==> config.mk <==
export PLATFORM = sky130hd
export DESIGN_NAME = wb_stage
export DESIGN_NICKNAME = d
export VERILOG_FILES = /design/src/rtl/wb_stage_pkg.sv /design/src/rtl/load_align.sv /design/src/rtl/wb_stage.sv
export SDC_FILE = /design/constraint.sdc
export NUM_CORES = 1
export LEC_CHECK = 0
export ABC_CLOCK_PERIOD_IN_PS = 3600
export CAP_MARGIN = 30
export CORE_MARGIN = 2
export CORE_UTILIZATION = 40
export DETAILED_ROUTE_END_ITERATION = 16
export PLACE_DENSITY = 0.71
export SLEW_MARGIN = 15
export SYNTH_ARGS = -nofsm -noshare
export SYNTH_HDL_FRONTEND = slang
export SYNTH_SLANG_ARGS = --single-unit
==> constraint.sdc <==
create_clock -name clk -period 3.6 [get_ports clk]
set_input_delay 1.08 -clock clk [delete_from_list [all_inputs] [get_ports clk]]
set_output_delay 1.08 -clock clk [all_outputs]
set_load 0.1 [all_outputs]
==> src/rtl/wb_stage_pkg.sv <==
// wb_stage_pkg: shared encodings for the writeback stage.
//   - dsize encodings (load width)
//   - fpoint encodings (register-file bank select)
//   - writeback FSM state type
//   - MEM/WB pipeline register layout
package wb_stage_pkg;

   localparam logic [1:0] DSZ_BYTE = 2'b00;
   localparam logic [1:0] DSZ_HALF = 2'b01;
   localparam logic [1:0] DSZ_WORD = 2'b10;

   localparam logic [1:0] FP_INT    = 2'b00;
   localparam logic [1:0] FP_SINGLE = 2'b01;
   localparam logic [1:0] FP_DOUBLE = 2'b10;

   // WB_LO writes the (first) word, WB_HI writes the odd half of a double
   typedef enum logic {WB_LO, WB_HI} wb_state_e;

   typedef struct packed {
      logic        valid;
      logic        regwrite;
      logic        mem2reg;
      logic        jal;
      logic        loadext;
      logic [1:0]  dsize;
      logic [1:0]  fpoint;
      logic [4:0]  rd;
      logic [1:0]  addrlow;
      logic [31:0] aluresult;
      logic [31:0] memdata;
      logic [31:0] memdata_hi;
      logic [31:0] link;
   } memwb_t;

endpackage

==> src/rtl/load_align.sv <==
// load_align: big-endian load lane extraction and extension (combinational).
//   memdata  in  32  loaded word
//   addrlow  in  2   effective address bits [1:0]
//   dsize    in  2   load width (11 behaves as word)
//   loadext  in  1   1 = sign-extend sub-word, 0 = zero-extend
//   value    out 32  extended load value
module load_align
   import wb_stage_pkg::*;
(
   input  logic [31:0] memdata,
   input  logic [1:0]  addrlow,
   input  logic [1:0]  dsize,
   input  logic        loadext,
   output logic [31:0] value
);

   logic [7:0]  lane_byte;
   logic [15:0] lane_half;

   always_comb begin
      lane_byte = 8'h00;
      unique case (addrlow)
         2'd0: lane_byte = memdata[31:24];
         2'd1: lane_byte = memdata[23:16];
         2'd2: lane_byte = memdata[15:8];
         2'd3: lane_byte = memdata[7:0];
         default: lane_byte = 8'h00;
      endcase

      // addrlow[0] is ignored for halfwords
      lane_half = addrlow[1] ? memdata[15:0] : memdata[31:16];

      case (dsize)
         DSZ_BYTE: value = {{24{loadext & lane_byte[7]}}, lane_byte};
         DSZ_HALF: value = {{16{loadext & lane_half[15]}}, lane_half};
         DSZ_WORD: value = memdata;
         default:  value = memdata;
      endcase
   end

endmodule

==> src/rtl/wb_stage.sv <==
// wb_stage: pipeline writeback stage, write side of the register file.
//   clk, rst_n        clock, asynchronous active-low reset
//   d_*               MEM-stage result fields, captured into the MEM/WB register
//   rw/busW           register file write index / data
//   wrenable          register file write strobe
//   fpoint            register file bank select (00 int, 01 single, 10 double)
//   wb_busy           stall request upstream while the first word of a double is written
module wb_stage
   import wb_stage_pkg::*;
#(
   parameter int unsigned LINK_REG = 31
) (
   input  logic        clk,
   input  logic        rst_n,
   input  logic        d_valid,
   input  logic        d_regwrite,
   input  logic        d_mem2reg,
   input  logic        d_jal,
   input  logic        d_loadext,
   input  logic [1:0]  d_dsize,
   input  logic [1:0]  d_fpoint,
   input  logic [4:0]  d_rd,
   input  logic [1:0]  d_addrlow,
   input  logic [31:0] d_aluresult,
   input  logic [31:0] d_memdata,
   input  logic [31:0] d_memdata_hi,
   input  logic [31:0] d_link,
   output logic [4:0]  rw,
   output logic [31:0] busW,
   output logic        wrenable,
   output logic [1:0]  fpoint,
   output logic        wb_busy
);

   localparam logic [4:0] LinkIdx = 5'(LINK_REG);

   memwb_t    memwb_d, memwb_q;
   wb_state_e state_d, state_q;
   logic [31:0] load_val;
   logic        is_double;

   always_comb begin
      memwb_d            = '0;
      memwb_d.valid      = d_valid;
      memwb_d.regwrite   = d_regwrite;
      memwb_d.mem2reg    = d_mem2reg;
      memwb_d.jal        = d_jal;
      memwb_d.loadext    = d_loadext;
      memwb_d.dsize      = d_dsize;
      memwb_d.fpoint     = d_fpoint;
      memwb_d.rd         = d_rd;
      memwb_d.addrlow    = d_addrlow;
      memwb_d.aluresult  = d_aluresult;
      memwb_d.memdata    = d_memdata;
      memwb_d.memdata_hi = d_memdata_hi;
      memwb_d.link       = d_link;
   end

   // The register holds while the first word of a double is being written
   always_ff @(posedge clk or negedge rst_n) begin
      if (!rst_n) begin
         memwb_q <= '0;
         state_q <= WB_LO;
      end else begin
         if (!wb_busy) begin
            memwb_q <= memwb_d;
         end
         state_q <= state_d;
      end
   end

   load_align u_load_align (
      .memdata (memwb_q.memdata),
      .addrlow (memwb_q.addrlow),
      .dsize   (memwb_q.dsize),
      .loadext (memwb_q.loadext),
      .value   (load_val)
   );

   // jal takes priority and always writes an integer register, so it never splits
   assign is_double = memwb_q.valid & memwb_q.regwrite & ~memwb_q.jal &
                      (memwb_q.fpoint == FP_DOUBLE);

   always_comb begin
      state_d  = state_q;
      rw       = memwb_q.rd;
      busW     = memwb_q.aluresult;
      fpoint   = FP_INT;
      wrenable = 1'b0;
      wb_busy  = 1'b0;

      case (state_q)
         WB_LO: begin
            if (is_double) begin
               rw       = memwb_q.rd & 5'b11110;
               busW     = memwb_q.mem2reg ? memwb_q.memdata : memwb_q.aluresult;
               fpoint   = FP_DOUBLE;
               wrenable = 1'b1;
               wb_busy  = 1'b1;
               state_d  = WB_HI;
            end else begin
               if (memwb_q.jal) begin
                  rw     = LinkIdx;
                  busW   = memwb_q.link;
                  fpoint = FP_INT;
               end else begin
                  rw     = memwb_q.rd;
                  busW   = memwb_q.mem2reg ? load_val : memwb_q.aluresult;
                  // reserved encoding 11 behaves as integer
                  fpoint = ((memwb_q.fpoint == FP_SINGLE) || (memwb_q.fpoint == FP_DOUBLE)) ?
                           memwb_q.fpoint : FP_INT;
               end
               // integer r0 is hardwired; FP f0 is a real register
               wrenable = memwb_q.valid & memwb_q.regwrite &
                          ~((fpoint == FP_INT) && (rw == 5'd0));
            end
         end
         WB_HI: begin
            rw       = memwb_q.rd | 5'b00001;
            busW     = memwb_q.memdata_hi;
            fpoint   = FP_DOUBLE;
            wrenable = 1'b1;
            state_d  = WB_LO;
         end
         default: state_d = WB_LO;
      endcase
   end

endmodule

==> flow_summary_export.csv, run 1 <==
group,metric,value,unit
global_routing,grt_max_degree,80,
power_and_ir_drop,p_leak,5.20,nW
power_and_ir_drop,ir_drop,0.000302,V
yosys,ys_types,51,
sta,period_share,0.986,
clocking,cts_htree_levels,4,
clocking,cts_tree,"built",
die,core_area,0.0196,mm^2
route,route.detailed.drc,0,
yosys,synth-seq-area-share,0.450,
clocking,ctsLongestPathBuffers,2,
setup_path,timing.reg2reg.setup_slack,1.11,ns
yosys,synth_seq_cells,145,
die,ios,187,
sta,fin_skew,0.0132,ns
clocking,clkLatencyLatePin,0.43,ns
sta,fin_tns_setup,0,ns
route,wl,25000,um
power_and_ir_drop,power_density,460,mW/mm^2
yosys,synth_cells,992,
global_routing,antenna_found_initial,0,
global_routing,grt_pass1_wl,40700,um
die,die_w,146,um
setup_path,cp_data_required_time,2.52,ns
clocking,clk_pin_slew,0.06,ns
sta,whs,0.463,ns
die,die-area,0.0213,mm^2
setup_path,slowest_delay,0.45,ns
sta,finalHoldViolations,0,
sta,fmax,282,MHz
route,ant_nets,0,
sta,finalCriticalPeriod,3.55,ns
setup_path,cp-end-kind,"output pin",
setup_path,crit_chain,"and4b_2 -> a21oi_4 -> buf_12 -> o221ai_1 -> o21ai_1 -> buf_12",
run,cap_violations,0,
route,first_iter_violations,538,
yosys,synth_edf_count,0,
route,wl_per_cell,17.5,um
clocking,cts.sinks,145,
route,viasPerCell,5.34,
sta,setup_viol,0,
power_and_ir_drop,fin_total_pwr,5.18,mW
die,rows,51,
clocking,clockRootBuffer,"clkbuf_16",
status,status,"finished, final reports clean",
sta,worst_pin_slew,0.828,ns
setup_path,arrival,2.47,ns
global_routing,first_global_vias,7750,
route,vias,7651,
die,start_util,0.411,
sta,setup_slack,0.0487,ns
sta,slew_headroom,0.448,
place,gp_congestion,0.843,
setup_path,cp_slowest_cell,"a21oi_4",
worst_hold_path,hold_class,"reg2reg",
sta,drv_slew,0,
global_routing,grt_usage,0.238,
cells_and_area,fin_nets,1301,
clocking,cts_made_buffers,17,
die,die_h,146,um
setup_path,critPathLaunchType,"flip-flop",
yosys,synth_ff_type,"dfrtp_1",
setup_path,worstPathMaxFanout,16,
cells_and_area,drive_gt1_frac,0.160,
place,placed_cells,1399,
sta,rsz0062_at_grt,"false",
yosys,yosysWarnings,0,
yosys,async_flop_share,1.00,
cells_and_area,syn_to_final_growth,40.0,%
cells_and_area,instances_no_fill,1433,
place,port_buffers,186,
cells_and_area,antenna_cells,0,
yosys,avgSynthCellArea,8.12,um^2
place,dp_slack,0.391,ns
global_routing,overflow,0,
setup_path,cp_common_cell,"buf_12",
yosys,synth_area,0.00806,mm^2
route,drt-pass1-iter-count,5,
setup_path,critical_path_class,"reg2out",
place,dp_hpwl,17700,um
yosys,synth_nets,1138,
[sequential cells by signal (all words and copies together), names as in the netlist]
| signal | cells |
|---|---|
| state_q | 1 |
| memwb_q | 144 |
[per-layer routing]
layer | part of all wire | track usage | routed length, um
met3 | 0.073 | 0.0564 | 1820
met2 | 0.48 | 0.376 | 12000
met4 | 0.011 | 0.0578 | 280
met5 | 0 | 0 | 0
met1 | 0.43 | 0.332 | 10900
[synth_stat cells, drive strengths merged, types with 2 or more instances]
| master | n | area, um^2 |
|---|---|---|
| a2111oi | 16 | 253 |
| a21oi | 25 | 148 |
| a22oi | 16 | 120 |
| a32oi | 6 | 52.6 |
| and2 | 2 | 12.5 |
| buf | 62 | 375 |
| clkbuf | 16 | 61.3 |
| dfrtp | 145 | 3630 |
| inv | 5 | 18.8 |
| mux2 | 7 | 78.8 |
| mux2i | 25 | 258 |
| nand2 | 488 | 1830 |
| nand2b | 27 | 169 |
| nand3 | 24 | 120 |
| nor2 | 15 | 58.8 |
| nor3 | 4 | 36.3 |
| o2111ai | 8 | 70.1 |
| o21ai | 28 | 140 |
| o221ai | 35 | 307 |
| o22ai | 6 | 37.5 |
| o31a | 6 | 52.6 |
| or2 | 2 | 12.5 |
| or3 | 6 | 37.5 |
| or3b | 6 | 52.6 |
[area by class of cell]
type	count	area [um^2]
clock buffer	24	502
sequential	145	3630
inverter	5	21.3
fill	1741	8320
multi-input combinational	764	4150
clock inverter	8	125
timing repair buffer	222	2510
tap	265	332
[layout by cell type (no fill, tap or decap), types with 3 or more instances in the layout]
| master | n |
|---|---|
| o2111ai_1 | 8 |
| o21ai_0 | 5 |
| a22oi_1 | 16 |
| a2111oi_4 | 3 |
| dfrtp_1 | 141 |
| a32oi_1 | 6 |
| mux2_2 | 6 |
| buf_12 | 37 |
| nand2b_1 | 27 |
| or3b_2 | 6 |
| inv_1 | 3 |
| nor2_1 | 14 |
| clkbuf_16 | 17 |
| mux2i_1 | 23 |
| o221ai_2 | 9 |
| o221ai_1 | 26 |
| nand3_1 | 24 |
| or3_1 | 6 |
| buf_4 | 39 |
| o31a_1 | 6 |
| clkbuf_8 | 5 |
| clkdlybuf4s50_1 | 144 |
| a2111oi_2 | 10 |
| o22ai_1 | 6 |
| dfrtp_2 | 4 |
| o21ai_2 | 21 |
| nand2_1 | 487 |
| a21oi_1 | 22 |
| bufinv_16 | 3 |
[power breakdown]
group	total (mW)	switching, mW	internal, mW
sequential	1.84	0.108	1.74
clock	1.87	0.683	1.18
combinational	1.47	0.889	0.584
[critical path: cells and delay by family, from the launching register on]
family | cells | cell delay [ns]
buf+inv | 2 | 0.44
compound gates | 3 | 0.84
flops | 1 | 0.38
simple gates | 1 | 0.38
[stage by stage]
stage,utilization,instance area (um^2)
2_1_floorplan,-,8200
5_1_grt,0.575,11300
3_5_place_dp,0.542,10600
4_1_cts,0.574,11200
6_report,0.575,11300
3_3_place_gp,0.540,10600
[kinds of logic (layout without fill, tap and decap cells)]
group | Yosys count | in the layout | synth area share
buffers and inverters | 83 | 259 | 0.0565
AO/OA/AOI/OAI | 152 | 152 | 0.153
flip-flops | 145 | 145 | 0.450
multiplexers | 32 | 32 | 0.0418
AND/OR/NAND/NOR | 580 | 580 | 0.298
[timing repair]
item | 4_1_cts | 5_1_grt
hold buffers | 0 | 0
pin swaps | 1 | 1
setup endpoints to repair | 13 | 15
setup buffers | 0 | 2
resized for setup | 2 | 5
[final timing paths]
path | to | cells past startpoint | startpoint
setup / recovery | busW[16] | 6 | memwb_q[136]
hold / removal | memwb_q[4] | 2 | memwb_q[4]
setup reg to reg | memwb_q[137] | 6 | memwb_q[136]
hold reg to reg | memwb_q[4] | 2 | memwb_q[4]
max in group asynchronous | memwb_q[43] | 2 | rst_n
min in group asynchronous | memwb_q[133] | 1 | rst_n
(Power assumes the default switching activity.)
==> inputs of run 2 (changes only) <==
Settings changed: CTS_CLUSTER_SIZE set to 12, GPL_TIMING_DRIVEN set to 0.
==> flow_summary_export.csv, run 2 (synthesis results as in run 1) <==
group,metric,value,unit
cells_and_area,largest_reg_flops,144,
sta,fmax,281,MHz
global_routing,first_global_vias,8018,
route,wl,28400,um
cells_and_area,layout_common_cells,"nand2_1 (486), clkdlybuf4s50_1 (144), dfrtp_1 (144), buf_2 (43), nand2b_1 (27)",
sta,fin_skew,0.00935,ns
route,wl_per_cell,19.2,um
route,route.detailed.drc,0,
setup_path,cp_data_required_time,2.52,ns
sta,worst_pin_slew,0.957,ns
route,ant_nets,0,
cells_and_area,antenna_cells,0,
sta,setup_viol,0,
clocking,hold_buffers,0,
route,first_iter_violations,820,
cells_and_area,largest-register,"memwb_q",
setup_path,slowest_delay,0.45,ns
cells_and_area,largest_registers,"memwb_q (144), state_q (1)",
cells_and_area,mostFrequentLayoutCell,"nand2_1",
power_and_ir_drop,power_density,464,mW/mm^2
cells_and_area,fin_util,0.564,
place,port_buffers,186,
global_routing,busiest_layer,"met2",
clocking,clkLatencyLatePin,0.43,ns
sta,period_share,0.988,
die,start_util,0.411,
die,core_area,0.0196,mm^2
sta,drv_slew,0,
clocking,cts.sinks,145,
cells_and_area,multiInputGateArea,0.00413,mm^2
power_and_ir_drop,p_leak,5.18,nW
cells_and_area,syn_to_final_growth,37.2,%
place,dp_hpwl,20900,um
die,die_w,146,um
route,vias,8042,
global_routing,met2_usage,0.429,
clocking,clk_pin_slew,0.06,ns
setup_path,cpLargestDelayFamily,"buffers and inverters",
cells_and_area,fill_cells,1817,
die,die_h,146,um
sta,finalCriticalPeriod,3.56,ns
global_routing,grt_max_degree,81,
setup_path,crit_chain,"buf_4 -> inv_1 -> clkbuf_2 -> or3_1 -> o21ai_2 -> buf_2",
die,rows,51,
global_routing,antenna_found_initial,0,
sta,slew_headroom,0.364,
global_routing,grt_usage,0.268,
power_and_ir_drop,ir_drop,0.000291,V
run,cap_violations,0,
clocking,clockRootBuffer,"clkbuf_16",
global_routing,grt_pass1_wl,44600,um
worst_hold_path,hold_class,"reg2reg",
setup_path,worstPathMaxFanout,10,
clocking,cts_setup_buffers,0,
cells_and_area,drive_gt1_frac,0.178,
setup_path,cp_slowest_cell,"buf_2",
sta,whs,0.466,ns
setup_path,worst-path-buf-inv,4,
cells_and_area,fin_nets,1344,
route,drt-pass1-iter-count,5,
die,ios,187,
setup_path,timing.reg2reg.setup_slack,1.68,ns
place,gp_congestion,0.929,
setup_path,critical_path_class,"reg2out",
sta,finalHoldViolations,0,
global_routing,overflow,0,
clocking,cts_tree,"built",
sta,rsz0062_at_grt,"false",
setup_path,cp-end-kind,"output pin",
setup_path,critPathLaunchType,"flip-flop",
global_routing,grt_util_met1,0.364,
cells_and_area,regArea,0.00363,mm^2
die,die-area,0.0213,mm^2
status,status,"finished, final reports clean",
clocking,cts_made_buffers,17,
cells_and_area,instances_no_fill,1476,
setup_path,arrival,2.48,ns
clocking,cts_htree_levels,4,
global_routing,use_met3,0.0564,
route,viasPerCell,5.45,
clocking,ctsLongestPathBuffers,2,
place,placed_cells,1444,
==> run 2: changes by cell type in the layout (fill, tap and decap cells not counted), moves of 3 or more <==
cell	before	now
buf_2	0	43
buf_12	37	0
buf_6	1	19
buf_4	39	26
clkbuf_2	0	11
clkbuf_4	0	6
dlygate4sd2_1	0	5
clkbuf_1	2	5
dfrtp_1	141	144
dfrtp_2	4	1
==> run 2: repair_timing <==
action,4_1_cts,5_1_grt
gates cloned,0,0
gates resized for setup,213,33
endpoints found under the setup margin,41,30
pin swaps,0,1
==> run 2: final timing paths <==
check                      depth (start not counted)    startpoint      endpoint
min                                                2   memwb_q[44]   memwb_q[44]
min reg2reg                                        2   memwb_q[44]   memwb_q[44]
min in group asynchronous                          1         rst_n  memwb_q[142]
max reg2reg                                        8  memwb_q[135]   memwb_q[33]
max                                                6  memwb_q[141]       busW[5]
max in group asynchronous                          2         rst_n  memwb_q[113]
==> run 2: routing by layer <==
metal,part of all wire,vias up
met2,0.47,412
met3,0.082,48
met4,0.019,0
met1,0.43,3839
li1,-,3743
met5,0,-
==> run 2: cell type report <==
class,count,area share
timing repair buffer,187,0.167
buffer,78,0.0417
inverter,5,0.00170
clock buffer,20,0.0422
tap,265,0.0300
sequential,145,0.328
multi-input combinational,764,0.373
clock inverter,12,0.0162
==> run 2: stage by stage <==
| step | setup TNS (ns) | power [mW] | setup WS [ns] | instance area, um^2 |
|---|---|---|---|---|
| after floorplan | -0.0403 | 2.73 | -0.0403 | 8200 |
| after global placement | -657.46 | 3.19 | -4.46 | 10400 |
| after detailed placement | -13.59 | 3.21 | -0.588 | 10400 |
| after CTS | 0 | 5.12 | 0.00212 | 11000 |
| after global routing | 0 | 5.31 | 0.00168 | 11100 |
| final | 0 | 5.13 | 0.0425 | 11100 |
==> run 2: power by group <==
group	leakage (nW)	internal, mW	switching (mW)	total, mW
Clock	0.309	1.22	0.724	1.94
Combinational	3.17	0.454	0.895	1.35
Sequential	1.70	1.73	0.100	1.84
Total	5.18	3.41	1.72	5.13
==> run 2: tightest hold or removal path: stages, from the launching register on <==
cell	delay (ns)
dfrtp_1	0.34
nand2_1	0.05
nand2_1	0.05
==> inputs of run 3 (changes only) <==
Settings changed: CTS_CLUSTER_DIAMETER set to 100.
==> results of run 3 <==
No change in the layout: final DEF, timing and power equal those of run 2.
